`src/rtl/rv_pkg.sv`:
```
// Shared definitions for the rv32im_zbb pipeline: ALU opcodes, forwarding selects and the
// forwarding-source selection rule shared by the hazard logic.
package rv_pkg;

  localparam logic [4:0] OP_NOP   = 5'b00000;
  localparam logic [4:0] OP_MINU  = 5'b00100;
  localparam logic [4:0] OP_MAXU  = 5'b00101;
  localparam logic [4:0] OP_SEXTH = 5'b00110;
  localparam logic [4:0] OP_SEXTB = 5'b00111;
  localparam logic [4:0] OP_MAX   = 5'b01000;
  localparam logic [4:0] OP_MIN   = 5'b01001;
  localparam logic [4:0] OP_ZEXTH = 5'b01010;
  localparam logic [4:0] OP_ORCB  = 5'b01110;
  localparam logic [4:0] OP_REV8  = 5'b01111;
  localparam logic [4:0] OP_CPOP  = 5'b10000;

  localparam logic [1:0] FWD_RF     = 2'b00;
  localparam logic [1:0] FWD_MEM_WB = 2'b01;
  localparam logic [1:0] FWD_EX_MEM = 2'b10;

  // Youngest producer wins; x0 is hardwired zero and never forwards.
  function automatic logic [1:0] fwd_select(logic use_rs, logic [4:0] rs,
                                            logic ex_we, logic [4:0] ex_rd,
                                            logic mw_we, logic [4:0] mw_rd);
    if (!use_rs) return FWD_RF;
    if (ex_we && (ex_rd != 5'd0) && (ex_rd == rs)) return FWD_EX_MEM;
    if (mw_we && (mw_rd != 5'd0) && (mw_rd == rs)) return FWD_MEM_WB;
    return FWD_RF;
  endfunction

endpackage

```
`src/rtl/hazard_fwd_unit.sv`:
```
// Combinational load-use hazard detection and next-cycle forwarding select generation.
module hazard_fwd_unit
  import rv_pkg::*;
(
  input  logic       id_valid_i,
  input  logic [4:0] id_rs1_i,
  input  logic [4:0] id_rs2_i,
  input  logic       id_use_rs1_i,
  input  logic       id_use_rs2_i,
  input  logic       ex_valid_i,
  input  logic       ex_reg_write_i,
  input  logic       ex_mem_read_i,
  input  logic [4:0] ex_rd_i,
  input  logic       ex_mem_reg_write_i,
  input  logic [4:0] ex_mem_rd_i,
  input  logic       flush_i,
  output logic       hz_o,
  output logic [1:0] mux1_sel_o,
  output logic [1:0] mux3_sel_o
);

  logic ex_load_live;
  logic rs_match;
  logic ex_we;

  assign ex_load_live = ex_valid_i & ex_mem_read_i & ex_reg_write_i & (ex_rd_i != 5'd0);
  assign rs_match     = (id_use_rs1_i & (id_rs1_i == ex_rd_i)) |
                        (id_use_rs2_i & (id_rs2_i == ex_rd_i));
  // A flush kills the consumer anyway, so stalling for it would only waste a cycle.
  assign hz_o         = id_valid_i & ex_load_live & rs_match & ~flush_i;
  assign ex_we        = ex_valid_i & ex_reg_write_i;

  always_comb begin
    mux3_sel_o = FWD_RF;
    mux1_sel_o = FWD_RF;
    mux3_sel_o = fwd_select(id_use_rs1_i, id_rs1_i, ex_we, ex_rd_i,
                            ex_mem_reg_write_i, ex_mem_rd_i);
    mux1_sel_o = fwd_select(id_use_rs2_i, id_rs2_i, ex_we, ex_rd_i,
                            ex_mem_reg_write_i, ex_mem_rd_i);
  end

endmodule

```
`src/rtl/id_ex_stage.sv`:
```
// ID/EX pipeline register: latches decoded operands, registers forwarding selects, inserts
// bubbles on load-use hazards and branch flushes, and freezes on a pipeline hold.
module id_ex_stage
  import rv_pkg::*;
#(
  parameter int unsigned XLEN = 32,
  parameter int unsigned OPW  = 5
) (
  input  logic            clk,
  input  logic            rst_n,
  input  logic            id_valid_i,
  input  logic [XLEN-1:0] id_instr_word_i,
  input  logic [XLEN-1:0] id_rs1_data_i,
  input  logic [XLEN-1:0] id_rs2_data_i,
  input  logic [XLEN-1:0] id_imm_i,
  input  logic [OPW-1:0]  id_alu_op_i,
  input  logic            id_use_rs1_i,
  input  logic            id_use_rs2_i,
  input  logic            id_use_imm_i,
  input  logic            id_reg_write_i,
  input  logic            id_mem_read_i,
  input  logic [4:0]      ex_mem_rd_i,
  input  logic            ex_mem_reg_write_i,
  input  logic            flush_i,
  input  logic            hold_i,
  output logic [XLEN-1:0] ex_instr_word_o,
  output logic [XLEN-1:0] ex_rs1_o,
  output logic [XLEN-1:0] ex_rs2_o,
  output logic [XLEN-1:0] ex_imm_o,
  output logic [OPW-1:0]  ex_alu_op_o,
  output logic [1:0]      ex_mux1_sel_o,
  output logic            ex_mux2_sel_o,
  output logic [1:0]      ex_mux3_sel_o,
  output logic [4:0]      ex_rd_o,
  output logic            ex_reg_write_o,
  output logic            ex_mem_read_o,
  output logic            ex_valid_o,
  output logic            stall_o,
  output logic [31:0]     stall_cnt_o
);

  logic       hz;
  logic [1:0] mux1_sel_d;
  logic [1:0] mux3_sel_d;

  hazard_fwd_unit u_hazard_fwd_unit (
    .id_valid_i         (id_valid_i),
    .id_rs1_i           (id_instr_word_i[19:15]),
    .id_rs2_i           (id_instr_word_i[24:20]),
    .id_use_rs1_i       (id_use_rs1_i),
    .id_use_rs2_i       (id_use_rs2_i),
    .ex_valid_i         (ex_valid_o),
    .ex_reg_write_i     (ex_reg_write_o),
    .ex_mem_read_i      (ex_mem_read_o),
    .ex_rd_i            (ex_rd_o),
    .ex_mem_reg_write_i (ex_mem_reg_write_i),
    .ex_mem_rd_i        (ex_mem_rd_i),
    .flush_i            (flush_i),
    .hz_o               (hz),
    .mux1_sel_o         (mux1_sel_d),
    .mux3_sel_o         (mux3_sel_d)
  );

  assign stall_o = hz;

  always_ff @(posedge clk) begin
    if (!rst_n) begin
      ex_instr_word_o <= '0;
      ex_rs1_o        <= '0;
      ex_rs2_o        <= '0;
      ex_imm_o        <= '0;
      ex_alu_op_o     <= '0;
      ex_mux1_sel_o   <= FWD_RF;
      ex_mux2_sel_o   <= 1'b0;
      ex_mux3_sel_o   <= FWD_RF;
      ex_rd_o         <= 5'd0;
      ex_reg_write_o  <= 1'b0;
      ex_mem_read_o   <= 1'b0;
      ex_valid_o      <= 1'b0;
      stall_cnt_o     <= 32'd0;
    end else if (!hold_i) begin
      // Data fields load unconditionally; a bubble is defined by its control bits alone.
      ex_instr_word_o <= id_instr_word_i;
      ex_rs1_o        <= id_rs1_data_i;
      ex_rs2_o        <= id_rs2_data_i;
      ex_imm_o        <= id_imm_i;
      ex_mux1_sel_o   <= mux1_sel_d;
      ex_mux2_sel_o   <= id_use_imm_i;
      ex_mux3_sel_o   <= mux3_sel_d;
      ex_rd_o         <= id_instr_word_i[11:7];
      if (flush_i || hz) begin
        ex_valid_o     <= 1'b0;
        ex_reg_write_o <= 1'b0;
        ex_mem_read_o  <= 1'b0;
        ex_alu_op_o    <= '0;
      end else begin
        ex_valid_o     <= id_valid_i;
        ex_reg_write_o <= id_reg_write_i & id_valid_i;
        ex_mem_read_o  <= id_mem_read_i & id_valid_i;
        ex_alu_op_o    <= id_alu_op_i;
      end
      if (hz) stall_cnt_o <= stall_cnt_o + 32'd1;
    end
  end

endmodule

```
`config.mk`:
```
export PLATFORM = sky130hd
export DESIGN_NAME = id_ex_stage
export DESIGN_NICKNAME = d
export VERILOG_FILES = /design/src/rtl/rv_pkg.sv /design/src/rtl/hazard_fwd_unit.sv /design/src/rtl/id_ex_stage.sv
export SDC_FILE = /design/constraint.sdc
export NUM_CORES = 1
export LEC_CHECK = 0
export CORE_AREA = 5 5 180 139
export DETAILED_ROUTE_END_ITERATION = 12
export DIE_AREA = 0 0 185 144
export PLACE_DENSITY = 0.66
export RECOVER_POWER = 100
export SETUP_SLACK_MARGIN = 0.4
export SYNTH_ARGS = -nofsm -noshare
export SYNTH_HDL_FRONTEND = slang
export SYNTH_HIERARCHICAL = 1
export SYNTH_SLANG_ARGS = --single-unit
```
`constraint.sdc`:
```
create_clock -name clk -period 4.1 [get_ports clk]
set_input_delay 0.41 -clock clk [delete_from_list [all_inputs] [get_ports clk]]
set_output_delay 0.41 -clock clk [all_outputs]
set_load 0.01 [all_outputs]
```
Word level (Yosys, flattened, before mapping)

Index checks and enable logic that the tools add are counted.

Equality and inequality tests: 6
Reduce and logical (&&, ||, !) cells: 10
Multiplexer cells: 26
Add/sub/neg operators: 1
Bitwise logic cells: 14

Operators with widths:

| cell                                                             | number |
|---|---|
| 32-bit by 1-bit adder with 32-bit output (second input constant) | 1 |
| 5-bit == test                                                    | 6 |
| 2-bit two-way mux                                                | 12 |
| 1-bit two-way mux                                                | 13 |
| 1-bit AND                                                        | 11 |
| 5-bit nonzero test                                               | 2 |
| 1-bit logical AND                                                | 6 |
| 5-bit two-way mux                                                | 1 |
| 1-bit inverter                                                   | 2 |
| 2-bit AND reduction                                              | 1 |
| 1-bit logical OR                                                 | 1 |
| 1-bit OR                                                         | 1 |

Output and inout bits: 179
Input bits: 149
Word-level logic and storage cells: 70
Flip-flop bits (word level): 178

Longest topological paths before layout

Gate-level depths: netlist of run 1.

Depth after elaboration: 10
Gate-level depth with buffers: 9

By module

Netlist of run 1, hierarchy kept.

Modules (own cells, without submodules):

| module          | cells an instance | times used | area each (um^2) |
|---|---|---|---|
| id_ex_stage     | 647               | 1          | 6500.0 |
| hazard_fwd_unit | 43                | 1          | 310.3 |

Worst setup path before layout of run 1

No wires, ideal clock.

Path type: register to register
Start point: register, netlist name ex_instr_word_o[7]
End point: register stall_cnt_o[28]
Data required time: 4.030 ns
Path slack: 1.010 ns
Stages on the path, launching flop included: 10
Data arrival time: 3.020 ns
Cell sequence: dfxtp_1 xnor2_1 nand3_1 o22a_1 nor4_1 nand4b_1 or3_1 clkbuf_1 or4_1 a21oi_1

RTL lines:

| what                   | RTL line           | RTL |
|---|---|---|
| end signal: assignment | id_ex_stage.sv:102 | `if (hz) stall_cnt_o <= stall_cnt_o + 32'd1;` |
| end: declaration       | id_ex_stage.sv:39  | `output logic [31:0] stall_cnt_o` |

Final worst setup path of run 1

Start point: input rst_n
End point: register ex_rs2_o[23]

RTL lines:

| what                   | RTL line          | RTL |
|---|---|---|
| start: declaration     | id_ex_stage.sv:10 | `input logic rst_n,` |
| end signal: assignment | id_ex_stage.sv:85 | `ex_rs2_o <= id_rs2_data_i;` |
| end: declaration       | id_ex_stage.sv:28 | `output logic [XLEN-1:0] ex_rs2_o,` |

No word-level cell between the ends.

==> reports/qor.yml, run 1 <==
status: "complete, but fails checks"
violations: "capacitance limit, slew limit"
start_kind: "input port"
min_period_over_period_pct: 79.4
postCtsSetupRepairBufs: 0
synth.avg_cell_area_um2: 9.87
max_slew.worst_pin.slew_ps: 2200
yosys-top-cells-area: "dfxtp_1 51%, mux2i_1 21%, nor2_1 8.2%"
num_antenna_cells: 0
cp-end-kind: "flop"
clockBufferDepth: 2
syn_nets: 840
drc: 0
wl_um: 22200
yosysWarnings: 6
synth_area_leader_cell: "dfxtp_1"
yosys.cell_types.count: 39
first_iter_violations: 265
postCtsHoldBufs: 0
slew_headroom_pct: -46.9
vias_per_cell: 4.55
ys_seq_area_share_pct: 50.9
synth_compound_area_share_pct: 3.38
cp_data_arrival_time_ps: 3550
start_util_pct: 29.2
synth_xor_area_share_pct: 3.99
final-hold-violation-count: 0
grt_pass1_wl_um: 33600
fmax_ghz: 0.307
die-area_um2: 26600
placed_cells: 1286
syn_area_um2: 6810
grt_max_degree: 66
crit_type: "input port to flop"
numCtsBuffers: 17
synth_most_common_cell: "dfxtp_1"
finalSetupViolCount: 0
synth_top_area_share_pct: 50.9
synth-simple-area-share_pct: 17.7
grt_pass1_vias: 5918
gp_congestion: 0.767
dieHeight_um: 144
path_max_fanout: 63
synth_top_family_by_area: "multiplexers"
antenna_found_initial: 0
clkLatencyLatePin_ps: 420
root_buffer: "clkbuf_16"
htree_levels: 4
drive_above_1_share_pct: 4.15
nNetsFinal: 1149
drt-pass1-iter-count: 4
synth-edff-count: 0
nFillCells: 2237
period_needed_ps: 3250
port_buffers: 327
synth_mux_area_share_pct: 20.7
ys_ff_latch: 173
ant_nets: 0
p_leak_nw: 4.80
rows: 49
hpwlAfterDp_um: 16500
ir_drop_mv: 0.282
wl_per_cell_um: 16.8
die_x_um: 185
skew_ps: 12.1
finalSetupTns_ps: 0
cts.reportedPaths.clkPinSlew_ps: 70
overflow: 0
synthFlopType: "dfxtp_1"
maxCapViolations: 1
core_region_area_um2: 23300
io_pins: 328
clock_sinks: 173
stdcell_count: 1318
synthCells: 690
num_vias: 5999
rsz0062_at_grt: "no"
track_usage_pct: 16.1
async_flop_share_pct: 0
synthAdderAreaFrac_pct: 0.184
synth_common_cells: "173 x dfxtp_1, 149 x nor2_1, 141 x mux2i_1, 24 x clkbuf_1, 24 x nand2_1"
min_path_type: "flop to flop"
slew_viol_final: 63
powerDensity_nw_per_um2: 363
area_growth_pct: 60.4
cp.required_ps: 4400
cts_tree: "yes"
cts_resized: 0
==> path summary, 6_finish.rpt <==
kind	from	endpoint	slack (ps)	cells after the start
min	ex_alu_op_o[3]	ex_alu_op_o[3]	460	2
min reg2reg	ex_alu_op_o[3]	ex_alu_op_o[3]	460	2
max	rst_n	ex_rs2_o[23]	850	4
max reg2reg	ex_instr_word_o[11]	stall_cnt_o[26]	940	9
==> metal layers <==
metal,global-route usage [%],wire length [um],up-vias
met5,0,0,-
met4,3.90,253,0
met3,7.27,2160,14
met2,25.5,10200,205
met1,20.1,9530,2787
li1,-,-,2993
==> sequential cells by signal, indices dropped and copies added (netlist names) <==
signal and count:
ex_mux3_sel_o 2, ex_rs2_o 32, ex_alu_op_o 5, ex_instr_word_o 32
ex_reg_write_o 1, ex_valid_o 1, stall_cnt_o 32, ex_mux1_sel_o 2
ex_rs1_o 32, ex_mem_read_o 1, ex_mux2_sel_o 1, ex_imm_o 32
==> cell usage in the layout, fill, tap and decap left out, types with 5 or more instances in the layout <==
master | Yosys | routed
a21oi_1 | 19 | 19
clkbuf_16 | 0 | 17
clkdlybuf4s50_1 | 0 | 146
dfxtp_1 | 173 | 173
dlygate4sd3_1 | 0 | 180
inv_1 | 5 | 5
mux2i_1 | 141 | 141
nand2_1 | 24 | 24
nand2b_1 | 7 | 7
nand3_1 | 14 | 14
nand3b_1 | 8 | 8
nand4_1 | 10 | 10
nor2_1 | 149 | 149
nor3_1 | 8 | 8
nor4_1 | 10 | 10
o31ai_1 | 8 | 8
or4_1 | 10 | 10
xnor2_1 | 18 | 18
xor2_1 | 13 | 13
==> final cells by class <==
type / instances / area, um2 / area share, %
Sequential cell: 173 / 3460 / 31.7
Multi-Input combinational cell: 467 / 3130 / 28.7
Timing Repair Buffer: 335 / 3340 / 30.6
Tap cell: 306 / 383 / 3.51
Clock inverter: 13 / 150 / 1.37
Inverter: 5 / 18.8 / 0.172
Clock buffer: 19 / 433 / 3.96
==> power by group <==
group	total [mW]	internal, mW	switching (mW)
Combinational	0.550	0.321	0.229
Sequential	1.80	1.76	0.0430
Clock	1.62	0.868	0.748
Total	3.97	2.95	1.02
==> logic make-up (layout without fill, tap and decap cells) <==
logic type               Yosys count  count (layout)
AO/OA/AOI/OAI                     37              37
multiplexers                     141             141
XOR/XNOR                          31              31
flip-flops                       173             173
AND/OR/NAND/NOR                  257             257
adder cells (fa/ha/maj)            1               1
buffers and inverters             50             372
==> worst max-delay path: stages <==
cell and delay [ps]:
dlygate4sd3_1 740, inv_1 1630, clkbuf_2 600, nor2_1 100
==> per-stage QoR <==
stage | area, um2 | setup slack [ps] | util (%) | power, mW | hold slack [ps]
4_1_cts | 10900 | 1030 | 46.9 | 4.07 | 467
5_1_grt | 10900 | 513 | 46.9 | 4.16 | 484
3_5_place_dp | 10300 | 643 | 44.4 | 2.43 | 456
2_1_floorplan | 6810 | 1010 | - | 2.07 | 486
3_3_place_gp | 10300 | 699 | 44.4 | 2.42 | 448
6_report | 10900 | 846 | 46.9 | 3.97 | 465
Note: power is estimated with default switching activity, not from simulation.
==> inputs of run 2 (changes only) <==
Clock period 4.1 ns to 3.3 ns, I/O delays scaled along.
==> run 2 against run 1 <==
Combinational power grew 25%. Largest cell class unchanged. The flow still finishes with violations (capacitance limit, slew limit). Sequential power grew 24%. Worst hold slack got worse by 14 ps. Utilization is 0.21 points higher. Final cell count rose by 0.23%. Highest routed layer is now met5. Setup slack lost 440 ps. First-iteration DRC count is 7.9% lower. Flip-flop and latch count is the same. Register-to-register slack lost 460 ps.
==> reports/qor.yml, run 2 (synthesized netlist as in run 1, its figures left out) <==
violations: "capacitance limit, slew limit"  # unchanged
fmax_ghz: 0.345
antenna_found_initial: 1  # was 0
grt_max_degree: 167  # was 66
grt_pass1_wl_um: 33000  # was 33600 um
root_buffer: "clkbuf_16"  # unchanged
wl_per_cell_um: 16.7  # was 16.8 um
postCtsSetupRepairBufs: 0  # unchanged
wl_um: 22000  # was 22200 um
numCtsBuffers: 17  # unchanged
cts.reportedPaths.clkPinSlew_ps: 70  # about the same
path_max_fanout: 6  # was 63
powerDensity_nw_per_um2: 448  # was 363 nW/um2
ant_nets: 0  # unchanged
p_leak_nw: 4.80  # about the same
dieHeight_um: 144  # unchanged
clock_sinks: 173  # unchanged
cp.required_ps: 2970  # was 4400 ps
start_util_pct: 29.2  # unchanged
mostFrequentLayoutCells: "173 x dfxtp_1, 173 x dlygate4sd3_1, 153 x clkdlybuf4s50_1"  # was 180 x dlygate4sd3_1, 173 x dfxtp_1, 149 x nor2_1
num_antenna_cells: 0  # unchanged
overflow: 0  # unchanged
hpwlAfterDp_um: 16100  # was 16500 um
num_vias: 6052  # was 5999
slew_viol_final: 167  # was 63
finalSetupViolCount: 0  # unchanged
die-area_um2: 26600  # unchanged
track_usage_pct: 15.9  # was 16.1%
status: "complete, but fails checks"  # unchanged
vias_per_cell: 4.58  # was 4.55
skew_ps: 10.0  # was 12.1 ps
port_buffers: 327  # unchanged
clkLatencyLatePin_ps: 430  # was 420 ps
first_iter_violations: 244  # was 265
start_kind: "flop"  # was input port
htree_levels: 4  # unchanged
cp-end-kind: "primary output"  # was flop
cts_tree: "yes"  # unchanged
io_pins: 328  # unchanged
grt_pass1_vias: 5828  # was 5918
rows: 49  # unchanged
drive_above_1_share_pct: 4.93  # was 4.15%
min_period_over_period_pct: 87.8
pre_cts_slack_ps: 163  # was 643 ps
core_region_area_um2: 23300  # unchanged
ir_drop_mv: 0.291  # was 0.282 mV
gp_congestion: 0.900  # was 0.767
fin_ws_ps: 403  # was 846 ps
final-hold-violation-count: 0  # unchanged
drt-pass1-iter-count: 4  # unchanged
cp_data_arrival_time_ps: 2570  # was 3550 ps
min_path_type: "input port to flop"  # was flop to flop
max_slew.worst_pin.slew_ps: 2060  # was 2200 ps
period_needed_ps: 2900
nNetsFinal: 1152  # was 1149
finalSetupTns_ps: 0  # unchanged
area_growth_pct: 61.1  # was 60.4%
clockBufferDepth: 2  # unchanged
drc: 0  # unchanged
die_x_um: 185  # unchanged
holdWs_ps: 451  # was 465 ps
crit_type: "flop to primary output"  # was input port to flop
slew_headroom_pct: -37.4  # was -46.9%
rsz0062_at_grt: "no"  # unchanged
postCtsHoldBufs: 0  # unchanged
maxCapViolations: 1  # unchanged
utilization_pct: 47.1  # was 46.9%
run 2: changes by cell type in the layout (fill, tap and decap cells not counted), sizes merged:
cell | previous run | this run
clkinvlp | 0 | 4
clkdlybuf4s50 | 146 | 153
buf | 5 | 8
dlygate4sd3 | 180 | 173
inv | 12 | 4
clkbuf | 23 | 27
run 2: worst paths after layout:
path / endpoint / from / slack (ps) / cells after the start
worst max register to register: stall_cnt_o[17] / ex_instr_word_o[11] / 480 / 8
worst min-delay path: ex_alu_op_o[1] / hold_i / 450 / 3
worst min register to register: ex_alu_op_o[1] / ex_alu_op_o[1] / 460 / 2
worst max-delay path: stall_o / ex_instr_word_o[11] / 400 / 6
run 2: power breakdown:
group	internal, mW	switching (mW)	total, mW	leakage (nW)
Combinational	0.401	0.286	0.687	3.10
Clock	1.14	0.846	1.99	0.281
Sequential	2.19	0.0533	2.24	1.42
run 2: routing by layer:
layer	vias up	global-route usage [%]	share of wire [%]
li1	2997	-	-
met1	2796	19.9	42
met5	-	0	0.082
met2	230	24.8	46
met3	27	6.66	9.3
met4	2	5.33	1.8
run 2: critical path, cell delays in order (launching register included):
cell,delay (ps)
dfxtp_1,560
xnor2_1,190
nand3_1,110
o22a_1,270
nor4_4,270
buf_4,180
clkdlybuf4s50_1,560
run 2: layout make-up:
cell class,count,area (um2)
clock buffers,23,498
inverters,5,20.0
repair buffers,338,3360
clock inverters,9,85.1
fillers,2238,12300
well taps,306,383
flip-flops and latches,173,3460
multi-input cells,467,3160
run 2: timing repair:
| item | CTS | global route |
|---|---|---|
| endpoints found under the hold margin | 0 | 0 |
| setup endpoints to repair | 1 | 1 |
| gates resized for setup | 5 | 2 |
run 2: metrics by stage:
stage | cells | cell area [um2] | total power, mW
after detailed placement | 1289 | 10400 | 3.02
after CTS | 1321 | 11000 | 5.03
after global placement | 1289 | 10400 | 3.01
after floorplan | 690 | 6820 | 2.57
final | 1321 | 11000 | 4.91
after global routing | 1321 | 11000 | 5.14
==> inputs of run 3 (changes only) <==
Settings changed: CORE_AREA 5 5 180 139 to 5 5 165 151, DIE_AREA 0 0 185 144 to 0 0 170 156.
==> run 3 against run 2 <==
The run still ends with capacitance limit, slew limit left. Final cell count fell by 0.23%. Worst hold slack improved by 8.1 ps. First-iteration DRC count grew 4.1%. Die area decreased by 0.45%. Largest cell class unchanged. Flip-flop and latch count stayed put. Global-route usage about the same. Utilization increased by 0.59 points. Largest power group unchanged. Via count is 1.5% lower. Setup slack improved by 33 ps. Routed wire length is 0.26% lower. Fmax is 1.1% higher.
==> reports/qor.yml, run 3 (synthesized netlist as in run 1, its figures left out) <==
timing.rr.start: "ex_instr_word_o[8]"  # was ex_instr_word_o[11]
ant_nets: 0  # unchanged
ir_drop_mv: 0.225  # was 0.291 mV
fin_ws_ps: 436  # was 403 ps
violations: "capacitance limit, slew limit"  # unchanged
wl_per_cell_um: 16.7  # about the same
vias_per_cell: 4.52  # was 4.58
num_vias: 5960  # was 6052
mostFrequentLayoutCells: "175 x dlygate4sd3_1, 172 x dfxtp_1, 151 x clkdlybuf4s50_1"  # was 173 x dfxtp_1, 173 x dlygate4sd3_1, 153 x clkdlybuf4s50_1
clock_sinks: 173  # unchanged
p_total_mw: 5.01  # was 4.91 mW
root_buffer: "clkbuf_16"  # unchanged
p_leak_nw: 4.80  # about the same
drive_above_1_share_pct: 4.82  # was 4.93%
cp_data_arrival_time_ps: 2530  # was 2570 ps
status: "complete, but fails checks"  # unchanged
dieHeight_um: 156  # was 144 um
antenna_found_initial: 0  # was 1
start_util_pct: 29.6  # was 29.2%
cp-end-kind: "primary output"  # unchanged
slew_viol_final: 96  # was 167
drc: 0  # unchanged
skew_ps: 10.2  # was 10.0 ps
rsz0062_at_grt: "no"  # unchanged
core_region_area_um2: 23000  # was 23300 um2
hpwlAfterDp_um: 16100  # about the same
min_period_over_period_pct: 86.8  # was 87.8%
numCtsBuffers: 17  # unchanged
fin_area_um2: 11000  # about the same
finalSetupViolCount: 0  # unchanged
final-hold-violation-count: 0  # unchanged
gp_congestion: 0.775  # was 0.900
min_path_type: "flop to flop"  # was input port to flop
crit_path_cell_trace: "xnor2_1 > nand3_1 > o22a_1 > nor4_1 > buf_4 > clkdlybuf4s50_1"  # was xnor2_1 > nand3_1 > o22a_1 > nor4_4 > buf_4 > clkdlybuf4s50_1
holdPathEnd: "ex_alu_op_o[3]"  # was ex_alu_op_o[1]
dpl_cell_area_um2: 10400  # about the same
fmax_ghz: 0.349  # was 0.345 GHz
cts_tree: "yes"  # unchanged
hp-start: "ex_alu_op_o[3]"  # was hold_i
utilization_pct: 47.7  # was 47.1%
maxCapViolations: 1  # unchanged
io_pins: 328  # unchanged
max_slew.worst_pin.slew_ps: 1780  # was 2060 ps
finalSetupTns_ps: 0  # unchanged
slew_headroom_pct: -18.8  # was -37.4%
period_needed_ps: 2860  # was 2900 ps
overflow: 0  # unchanged
htree_levels: 4  # unchanged
clockBufferDepth: 2  # unchanged
rows: 53  # was 49
track_usage_pct: 15.8  # was 15.9%
grt_max_degree: 104  # was 167
pre_cts_slack_ps: 164  # was 163 ps
port_buffers: 327  # unchanged
cts_resized: 4  # was 5
holdPathStages: 2  # was 3
num_antenna_cells: 0  # unchanged
reg2reg_to: "stall_cnt_o[17]"  # unchanged
wl_um: 22000  # about the same
grt_pass1_wl_um: 32900  # was 33000 um
ff2ff_setup_slack_ps: 450  # was 480 ps
clkLatencyLatePin_ps: 430  # about the same
crit_type: "flop to primary output"  # unchanged
critPathMaxStageDelay_ps: 570  # was 560 ps
die-area_um2: 26500  # was 26600 um2
worst_path_max_delay_cell: "clkdlybuf4s50_1"  # was dfxtp_1
drt-pass1-iter-count: 4  # unchanged
nNetsFinal: 1153  # was 1152
first_iter_violations: 254  # was 244
cts.reportedPaths.clkPinSlew_ps: 70  # about the same
postCtsSetupRepairBufs: 0  # unchanged
start_kind: "flop"  # unchanged
reg2reg_depth: 9  # was 8
grt_pass1_vias: 5842  # was 5828
path_max_fanout: 7  # was 6
layout_commonest_cell: "dlygate4sd3_1"
postCtsHoldBufs: 0  # unchanged
area_growth_pct: 61.1  # about the same
die_x_um: 170  # was 185 um
powerDensity_nw_per_um2: 456  # was 448 nW/um2
cp.required_ps: 2970  # about the same
run 3: cell type report:
| class | instances | area (um2) |
|---|---|---|
| fill | 2195 | 12000 |
| sequential | 173 | 3460 |
| timing repair buffer | 339 | 3360 |
| multi-input combinational | 467 | 3140 |
| clock buffer | 20 | 457 |
| tap | 302 | 378 |
| clock inverter | 12 | 150 |
| inverter | 5 | 20.0 |
run 3: metal layers:
metal	global-route usage, %	vias up	share of wire, %
met5	0	-	0
met4	4.45	0	1.4
met3	5.98	18	8.3
met2	25.8	202	48
met1	19.8	2748	42
li1	-	2992	-
run 3: per-stage QoR:
stage               hold WS (ps)  cells
global route                 481   1318
CTS                          464   1318
finish                       459   1318
floorplan                    474    690
global placement             448   1286
detailed placement           456   1286
run 3: report_power, final:
| group | internal [mW] | leakage, nW | switching, mW |
|---|---|---|---|
| Combinational | 0.406 | 3.09 | 0.285 |
| Clock | 1.18 | 0.292 | 0.902 |
| Sequential | 2.18 | 1.42 | 0.0515 |
| Total | 3.77 | 4.80 | 1.24 |
run 3: critical path, delay by kind of cell, from the launching register on:
family,cells,cell delay [ps]
DFF,1,550
buffers and inverters,2,780
and+or+nand+nor,2,370
xor gates and xnor gates,1,160
AOI/OAI and AO/OA,1,260
run 3: how the worst max path moves through the flow:
stage / startpoint / to / cells after the start
after floorplan: ex_instr_word_o[7] / stall_cnt_o[28] / 9
after global placement: id_instr_word_i[18] / stall_cnt_o[19] / 10
after detailed placement: id_instr_word_i[18] / stall_cnt_o[17] / 10
after CTS: ex_instr_word_o[10] / stall_o / 6
after global routing: ex_instr_word_o[8] / stall_cnt_o[31] / 9
final: ex_instr_word_o[8] / stall_o / 6
